## config.mk

```make
export PLATFORM = sky130hd
export DESIGN_NAME = lane_hs_tx_flat
export DESIGN_NICKNAME = d
export VERILOG_FILES = /design/src/rtl/lane_pkg.sv /design/src/rtl/lane_hs_tx_if.sv /design/src/rtl/lane_byte_shifter.sv /design/src/rtl/lane_hs_tx.sv /design/src/flat_wrapper.sv
export SDC_FILE = /design/constraint.sdc
export NUM_CORES = 1
export LEC_CHECK = 0
export ABC_AREA = 1
export CORE_UTILIZATION = 25
export DETAILED_ROUTE_END_ITERATION = 7
export SYNTH_ARGS = -nofsm -noshare
export SYNTH_HDL_FRONTEND = slang
export SYNTH_HIERARCHICAL = 1
export SYNTH_SLANG_ARGS = --single-unit
```

## constraint.sdc

```tcl
create_clock -name clk -period 4.25 [get_ports clk]
set_clock_uncertainty 0.15 [all_clocks]
set_input_delay 1.0625 -clock clk [delete_from_list [all_inputs] [get_ports clk]]
set_output_delay 1.0625 -clock clk [all_outputs]
set_load 0.05 [all_outputs]
```

## src/rtl/lane_pkg.sv

```systemverilog
// rtl/lane_pkg.sv - shared lane constants and tx state enum (used by tx and byte-align receiver)
package lane_pkg;

    localparam logic [1:0] LP11 = 2'b11;
    localparam logic [1:0] LP01 = 2'b01;
    localparam logic [1:0] LP00 = 2'b00;

    localparam logic [7:0] HS_SYNC_BYTE = 8'hB8;

    typedef enum logic [2:0] {
        ST_IDLE,
        ST_LP01,
        ST_LP00,
        ST_HS_ZERO,
        ST_HS_SYNC,
        ST_HS_DATA,
        ST_HS_TRAIL,
        ST_HS_EXIT
    } tx_state_e;

    function automatic int max4(input int a, input int b, input int c, input int d);
        int m;
        m = a;
        if (b > m) m = b;
        if (c > m) m = c;
        if (d > m) m = d;
        return m;
    endfunction

endpackage

```

## src/rtl/lane_hs_tx_if.sv

```systemverilog
// rtl/lane_hs_tx_if.sv - payload byte stream from packet builder into the HS lane transmitter
interface lane_hs_tx_if;

    logic [7:0] byte_data;
    logic       byte_valid;
    logic       byte_last;
    logic       byte_ready;

    modport master (
        output byte_data,
        output byte_valid,
        output byte_last,
        input  byte_ready
    );

    modport slave (
        input  byte_data,
        input  byte_valid,
        input  byte_last,
        output byte_ready
    );

endinterface

```

## src/rtl/lane_byte_shifter.sv

```systemverilog
// rtl/lane_byte_shifter.sv - 8-bit load/shift register emitting LSB pair first, plus 2-bit phase
module lane_byte_shifter (
    input  logic       clk,
    input  logic       rst,
    input  logic       load,
    input  logic [7:0] load_byte,
    output logic [1:0] pair,
    output logic [1:0] phase
);

    logic [7:0] shreg_q, shreg_d;
    logic [1:0] phase_q, phase_d;

    // A load always starts a fresh byte at phase 0; otherwise the phase free-runs mod 4.
    always_comb begin
        shreg_d = {2'b00, shreg_q[7:2]};
        phase_d = phase_q + 2'd1;
        if (load) begin
            shreg_d = load_byte;
            phase_d = 2'd0;
        end
    end

    always_ff @(posedge clk) begin
        if (rst) begin
            shreg_q <= 8'h00;
            phase_q <= 2'd0;
        end else begin
            shreg_q <= shreg_d;
            phase_q <= phase_d;
        end
    end

    assign pair  = shreg_q[1:0];
    assign phase = phase_q;

endmodule

```

## src/rtl/lane_hs_tx.sv

```systemverilog
// rtl/lane_hs_tx.sv - single-lane D-PHY style HS burst transmitter
// Optional statistics outputs burst_cnt/byte_cnt when LANE_TX_STATS_EN is defined.
module lane_hs_tx
    import lane_pkg::*;
#(
    parameter int T_LPX      = 4,
    parameter int T_HS_ZERO  = 2,
    parameter int T_HS_TRAIL = 2,
    parameter int T_HS_EXIT  = 8
) (
    input  logic         clk,
    input  logic         rst,
    input  logic         tx_req,
    lane_hs_tx_if.slave  byte_if,
    output logic         lp_p,
    output logic         lp_n,
    output logic         hs_oe,
    output logic [1:0]   ddr_data,
    output logic         busy,
    output logic         underrun
`ifdef LANE_TX_STATS_EN
    ,
    output logic [15:0]  burst_cnt,
    output logic [31:0]  byte_cnt
`endif
);

    localparam int CNT_MAX = max4(T_LPX, T_HS_ZERO, T_HS_TRAIL, T_HS_EXIT);
    localparam int CW      = (CNT_MAX > 1) ? $clog2(CNT_MAX) : 1;

    localparam logic [CW-1:0] LPX_END   = CW'(T_LPX - 1);
    localparam logic [CW-1:0] ZERO_END  = CW'(T_HS_ZERO - 1);
    localparam logic [CW-1:0] TRAIL_END = CW'(T_HS_TRAIL - 1);
    localparam logic [CW-1:0] EXIT_END  = CW'(T_HS_EXIT - 1);

    tx_state_e     state_q, state_d;
    logic [CW-1:0] cnt_q, cnt_d;
    logic          last_q, last_d;
    logic          sh_load;
    logic [7:0]    sh_byte;
    logic [1:0]    pair, phase;
    logic [1:0]    lp_c;
    logic          oe_c, ready_c, underrun_c, to_trail;

    lane_byte_shifter u_shifter (
        .clk       (clk),
        .rst       (rst),
        .load      (sh_load),
        .load_byte (sh_byte),
        .pair      (pair),
        .phase     (phase)
    );

    always_comb begin
        state_d    = state_q;
        cnt_d      = cnt_q;
        last_d     = last_q;
        sh_load    = 1'b0;
        sh_byte    = 8'h00;
        lp_c       = LP11;
        oe_c       = 1'b0;
        ready_c    = 1'b0;
        underrun_c = 1'b0;
        to_trail   = 1'b0;
        unique case (state_q)
            ST_IDLE: begin
                if (tx_req) begin
                    state_d = ST_LP01;
                    cnt_d   = '0;
                end
            end
            ST_LP01: begin
                lp_c = LP01;
                if (cnt_q == LPX_END) begin
                    state_d = ST_LP00;
                    cnt_d   = '0;
                end else begin
                    cnt_d = cnt_q + 1'b1;
                end
            end
            ST_LP00: begin
                lp_c = LP00;
                if (cnt_q == LPX_END) begin
                    state_d = ST_HS_ZERO;
                    cnt_d   = '0;
                    sh_load = 1'b1;
                end else begin
                    cnt_d = cnt_q + 1'b1;
                end
            end
            ST_HS_ZERO: begin
                lp_c = LP00;
                oe_c = 1'b1;
                if (phase == 2'd3) begin
                    sh_load = 1'b1;
                    if (cnt_q == ZERO_END) begin
                        sh_byte = HS_SYNC_BYTE;
                        state_d = ST_HS_SYNC;
                        cnt_d   = '0;
                    end else begin
                        cnt_d = cnt_q + 1'b1;
                    end
                end
            end
            ST_HS_SYNC, ST_HS_DATA: begin
                lp_c = LP00;
                oe_c = 1'b1;
                // The next byte is requested on the final pair so it follows with no bubble.
                if (phase == 2'd3) begin
                    if (state_q == ST_HS_DATA && last_q) begin
                        to_trail = 1'b1;
                    end else begin
                        ready_c = 1'b1;
                        if (byte_if.byte_valid) begin
                            sh_load = 1'b1;
                            sh_byte = byte_if.byte_data;
                            last_d  = byte_if.byte_last;
                            state_d = ST_HS_DATA;
                        end else begin
                            underrun_c = 1'b1;
                            to_trail   = 1'b1;
                        end
                    end
                end
            end
            ST_HS_TRAIL: begin
                lp_c = LP00;
                oe_c = 1'b1;
                if (phase == 2'd3) begin
                    if (cnt_q == TRAIL_END) begin
                        state_d = ST_HS_EXIT;
                        cnt_d   = '0;
                    end else begin
                        // pair[1] already holds the trail level; keep repeating it.
                        sh_load = 1'b1;
                        sh_byte = {8{pair[1]}};
                        cnt_d   = cnt_q + 1'b1;
                    end
                end
            end
            ST_HS_EXIT: begin
                if (cnt_q == EXIT_END) begin
                    state_d = ST_IDLE;
                    cnt_d   = '0;
                end else begin
                    cnt_d = cnt_q + 1'b1;
                end
            end
            default: begin
                state_d = ST_IDLE;
                cnt_d   = '0;
            end
        endcase
        // Trail bits invert the last HS bit sent, which is pair[1] at phase 3.
        if (to_trail) begin
            state_d = ST_HS_TRAIL;
            cnt_d   = '0;
            sh_load = 1'b1;
            sh_byte = {8{~pair[1]}};
        end
    end

    always_ff @(posedge clk) begin
        if (rst) begin
            state_q <= ST_IDLE;
            cnt_q   <= '0;
            last_q  <= 1'b0;
        end else begin
            state_q <= state_d;
            cnt_q   <= cnt_d;
            last_q  <= last_d;
        end
    end

    assign {lp_p, lp_n}       = lp_c;
    assign hs_oe              = oe_c;
    assign ddr_data           = oe_c ? pair : 2'b00;
    assign busy               = (state_q != ST_IDLE);
    assign underrun           = underrun_c;
    assign byte_if.byte_ready = ready_c;

`ifdef LANE_TX_STATS_EN
    logic [15:0] burst_cnt_q, burst_cnt_d;
    logic [31:0] byte_cnt_q, byte_cnt_d;

    always_comb begin
        burst_cnt_d = burst_cnt_q;
        byte_cnt_d  = byte_cnt_q;
        if (state_d == ST_HS_SYNC && state_q != ST_HS_SYNC) burst_cnt_d = burst_cnt_q + 16'd1;
        if (ready_c && byte_if.byte_valid) byte_cnt_d = byte_cnt_q + 32'd1;
    end

    always_ff @(posedge clk) begin
        if (rst) begin
            burst_cnt_q <= 16'd0;
            byte_cnt_q  <= 32'd0;
        end else begin
            burst_cnt_q <= burst_cnt_d;
            byte_cnt_q  <= byte_cnt_d;
        end
    end

    assign burst_cnt = burst_cnt_q;
    assign byte_cnt  = byte_cnt_q;
`endif

endmodule

```

## src/flat_wrapper.sv

```systemverilog
// flat-port wrapper written by rule: the top's interface ports become plain ports
module lane_hs_tx_flat import lane_pkg::*;
#(
    parameter int T_LPX      = 4,
    parameter int T_HS_ZERO  = 2,
    parameter int T_HS_TRAIL = 2,
    parameter int T_HS_EXIT  = 8
)
  (clk, rst, tx_req, lp_p, lp_n, hs_oe, ddr_data, busy, underrun, byte_if_byte_data, byte_if_byte_valid, byte_if_byte_last, byte_if_byte_ready);
  lane_hs_tx_if byte_if_i ();
  input  logic clk;
  input  logic rst;
  input  logic tx_req;
  output logic lp_p;
  output logic lp_n;
  output logic hs_oe;
  output logic [1:0] ddr_data;
  output logic busy;
  output logic underrun;
  input wire logic [$bits(byte_if_i.byte_data)-1:0] byte_if_byte_data;
  input wire logic [$bits(byte_if_i.byte_valid)-1:0] byte_if_byte_valid;
  input wire logic [$bits(byte_if_i.byte_last)-1:0] byte_if_byte_last;
  output wire logic [$bits(byte_if_i.byte_ready)-1:0] byte_if_byte_ready;
  assign byte_if_i.byte_data = byte_if_byte_data;
  assign byte_if_i.byte_valid = byte_if_byte_valid;
  assign byte_if_i.byte_last = byte_if_byte_last;
  assign byte_if_byte_ready = byte_if_i.byte_ready;
  lane_hs_tx #(.T_LPX(T_LPX), .T_HS_ZERO(T_HS_ZERO), .T_HS_TRAIL(T_HS_TRAIL), .T_HS_EXIT(T_HS_EXIT)) u_core (.clk(clk), .rst(rst), .tx_req(tx_req), .byte_if(byte_if_i), .lp_p(lp_p), .lp_n(lp_n), .hs_oe(hs_oe), .ddr_data(ddr_data), .busy(busy), .underrun(underrun));
endmodule
```

# Word-level counts from Yosys, hierarchy flattened
# Cells that the tools add are included.
# op_classes
n_addsub	2
reduce_logical	16
mux	51
eq_ne	35
bitwise_logic	3
# op_table
op	count
$mux 8	8
$mux 3	17
$ne 3x1->1 const B	8
$pmux 8 s3	1
$reduce_and 11->1	2
$pmux 3 s7	1
$mux 1	19
$ne 2x1->1 const B	9
$eq 3x3->1 const B	5
$pmux 3 s4	1
$reduce_or 2->1	6
$eq 3x2->1 const B	3
$ne 3x2->1 const B	3
$eq 3x1->1 const B	2
$mux 6	1
$ne 2x2->1 const B	3
$ne 5x5->1 const B	1
$reduce_or 5->1	1
$pmux 1 s4	1
$pmux 2 s2	1
$reduce_and 4->1	1
$reduce_bool 4->1	1
$reduce_or 4->1	1
$add 3x1->3 const B	1
other kinds (8)	10
# word_totals
elab_cells	115
regBits	17
out_inout_bits	8
inputBits	13

# Depth between registers and ports, before layout
# logic_depth
ltp_word	8
depth_mapped	11

# Cells and area by module
# The synthesis kept the hierarchy.
# modules_own_cells
mod	area_per_inst_um2	seq_area_each_um2	n_inst	cells_each
lane_hs_tx	859.6	140.1	1	160
lane_byte_shifter	364.1	200.2	1	43

# Worst setup path before layout
# No wires, ideal clock.
# synth_timing
path_type	input to output
start	in byte_if_byte_valid
end	out underrun
path_buffers	0
arrival_time_ps	2159
slack_ps	878
path_stages	1
required_time_ps	3038
cell_sequence	nor3_1
# synth_between
elab_chain_len	4
# synth_lines
element	line_no	rtl
start: declaration	flat_wrapper.sv:21	input wire logic [$bits(byte_if_i.byte_valid)-1:0] byte_if_byte_valid;
$mux 1	lane_hs_tx.sv:114	if (byte_if.byte_valid) begin
$mux 1	lane_hs_tx.sv:110	if (state_q == ST_HS_DATA && last_q) begin
$mux 1	lane_hs_tx.sv:109	if (phase == 2'd3) begin
$mux 1	lane_hs_tx.sv:65	unique case (state_q)
end: declaration	flat_wrapper.sv:19	output logic underrun;
# Every way passes these cells.

# Worst setup path after layout
# Ends and elaborated chain as after synthesis.

==> results.py <==
metrics = {
    "global_route": {
        "grt_pass1_wl_mm": 4.88,
        "grt_max_degree": 11,
        "gr-total-overflow": 0,
        "grt.total_usage_pct": 11.7,
        "grt_pass1_vias": 1118,
        "antenna_found_initial": 0,
    },
    "clock_network": {
        "clk_latency_ps": 250,
        "clk_pin_slew_ps": 70,
        "cts_tree": "done",
        "ctsHoldBuffers": 0,
        "clockRootBuffer": "clkbuf_8",
        "clock-sinks": 17,
        "h-tree-depth": 1,
        "numCtsBuffers": 3,
        "clock_path_buffers": 2,
        "post_cts_buffers": 0,
        "cts_resized": 0,
    },
    "route": {
        "final_antenna_net_count": 0,
        "wirelength_mm": 2.84,
        "routed_via_density": 4.34,
        "dr.pass1.iters": 4,
        "drt_iter0_drc": 66,
        "num_vias": 1260,
        "drc": 0,
        "wl_per_cell_um": 9.80,
    },
    "sta": {
        "fin_setup_tns_ps": 0,
        "hold_violations": 0,
        "rsz0062_at_grt": "no",
        "finalMaxSlewViolations": 0,
        "slew_headroom_pct": 32.2,
        "fmax_mhz": 266,
        "setup_slack_ps": 497,
        "min_period_ps": 3750,
        "finalSetupViolations": 0,
        "tightest_slew_ps": 1020,
        "post-route-period-util_pct": 88.3,
    },
    "worst_setup_path": {
        "crit_top_cell": "clkdlybuf4s50_1",
        "critical_path.top_delay_family": "buffers and inverters",
        "crit_buf_inv": 2,
        "cp_data_required_time_ps": 3040,
        "max_stage_delay_ps": 820,
        "cpMaxStageDelayCell": "clkdlybuf4s50_1",
        "cp_cell_sequence": "clkdlybuf4s50_1 > nor3_1 > clkdlybuf4s50_1",
        "start_kind": "input pin",
        "cp-end-kind": "output pin",
        "arrival_ps": 2540,
        "path_max_fanout": 3,
        "critical_path_class": "input pin to output pin",
    },
    "power": {
        "power_density_nw_per_um2": 464,
        "max-vdd-ir-drop_uv": 167,
        "cellLeakagePower_uw": 0.000735,
        "total_power_uw": 705,
    },
    "synth": {
        "netlist_top_cells_area": "dfxtp_1, nand2_1, nand3_1",
        "syn_nets": 221,
        "synthArstFlopShare_pct": 0,
        "syn_area_per_cell_um2": 6.03,
        "syn_area_um2": 1220,
        "synth-edff-count": 0,
        "ys_types": 23,
        "synth_commonest_cells": "nand2_1, nand3_1, inv_1, nor2_1, dfxtp_1",
        "synth_top_area_share_pct": 27.8,
        "yosys_warnings": 6,
        "syn_inst": 203,
        "synth_area_leader_cell": "dfxtp_1",
        "synth_most_common_cell": "nand2_1",
        "yosysSeqAreaShare_pct": 27.8,
        "synth-seq-cells": 17,
        "synth_ff_type": "dfxtp_1",
    },
    "outcome": {
        "outcome": "finished clean",
    },
    "finish": {
        "antennaDiodeCount": 0,
        "final_core_util_pct": 32.2,
        "area_growth_pct": 24.2,
        "design_area_um2": 1520,
        "final_nets": 242,
        "fillers": 534,
        "drive_gt1_share_pct": 7.62,
    },
    "floorplanning": {
        "dieArea_um2": 5180,
        "dieWidth_um": 72.0,
        "start_util_pct": 25.9,
        "ios": 21,
        "row_count": 25,
        "die_h_um": 72.0,
        "core_um2": 4720,
    },
    "flow_run": {
        "cap_viol_max_count": 0,
    },
    "placed_design": {
        "pre_cts_slack_ps": 494,
        "dpl_cell_area_um2": 1470,
        "gp_congestion": 0.852,
        "dp_hpwl_mm": 2.24,
        "io_buffers": 20,
    },
    "hold_path": {
        "hold_path.class": "flop to flop",
    },
}
-- kinds of logic after synthesis --
family / after synthesis / synth area share [%]
AND/OR/NAND/NOR: 140 / 51.2
buffers and inverters: 32 / 11.3
flip-flops: 17 / 27.8
AO/OA/AOI/OAI: 9 / 4.50
adder cells (fa/ha/maj): 5 / 5.11
-- flip-flops by register name (all words and copies together), names as in the netlist --
signal / cells
u_core/cnt_q: 3
u_core/last_q: 1
u_core/state_q: 3
u_core/u_shifter/phase: 2
u_core/u_shifter/shreg_q: 8
-- metrics by stage --
stage | hold slack (ps) | instances
6_report | 271 | 290
3_5_place_dp | 254 | 286
4_1_cts | 271 | 290
5_1_grt | 289 | 290
3_3_place_gp | 251 | 286
2_1_floorplan | 246 | 203
-- report_power, final --
group / leakage (uW) / internal, uW / total, uW / switching (uW)
logic: 0.000571 / 122 / 376 / 254
registers: 0.000138 / 178 / 205 / 27.2
clock network: 0.0000255 / 65.1 / 124 / 59.1
total: 0.000735 / 365 / 705 / 340
-- area by class of cell --
cell class              count  area [um2]  share of cell area, %
inverters                  28         105                   6.91
clock inverters             1        5.00                  0.329
well taps                  67        83.8                   5.51
multi-input cells         154         744                   49.0
repair buffers             20         200                   13.2
clock buffers               3        41.3                   2.72
flip-flops and latches     17         340                   22.4
-- worst reg2reg max path, delay by kind of cell (launching register included) --
family / cells / cell delay, ps
flip-flops: 1 / 540
AND/OR/NAND/NOR: 5 / 700
AO/OA/AOI/OAI: 3 / 890
-- path summary, 6_finish.rpt --
| path | endpoint | slack (ps) | start | cells after the start |
|---|---|---|---|---|
| min | u_core/u_shifter/shreg_q[5]$_SDFF_PP0_ | 270 | u_core/u_shifter/shreg_q[7]$_SDFF_PP0_ | 2 |
| max reg2reg | u_core/u_shifter/phase[1]$_SDFF_PP0_ | 1910 | u_core/state_q[2]$_SDFFE_PP0P_ | 8 |
| min reg2reg | u_core/u_shifter/shreg_q[5]$_SDFF_PP0_ | 270 | u_core/u_shifter/shreg_q[7]$_SDFF_PP0_ | 2 |
| max | underrun | 500 | byte_if_byte_valid | 3 |
-- cells in the final DEF, fill, tap and decap left out, types with 4 or more instances in the layout --
| cell | synthesis | final |
|---|---|---|
| nand2_1 | 71 | 71 |
| ha_1 | 5 | 5 |
| nor2_1 | 23 | 23 |
| inv_2 | 4 | 4 |
| dfxtp_1 | 17 | 17 |
| nand3_1 | 32 | 32 |
| clkdlybuf4s50_1 | 0 | 20 |
| inv_1 | 24 | 24 |
-- layer usage --
| layer | global-route usage (%) | vias up | wire length (um) |
|---|---|---|---|
| met3 | 2.36 | 4 | 140 |
| met4 | 2.61 | 0 | 26 |
| li1 | - | 679 | - |
| met2 | 19.2 | 32 | 1280 |
| met1 | 15.9 | 545 | 1390 |
| met5 | 0 | - | 0 |
Power figures use the tool's default switching activity.
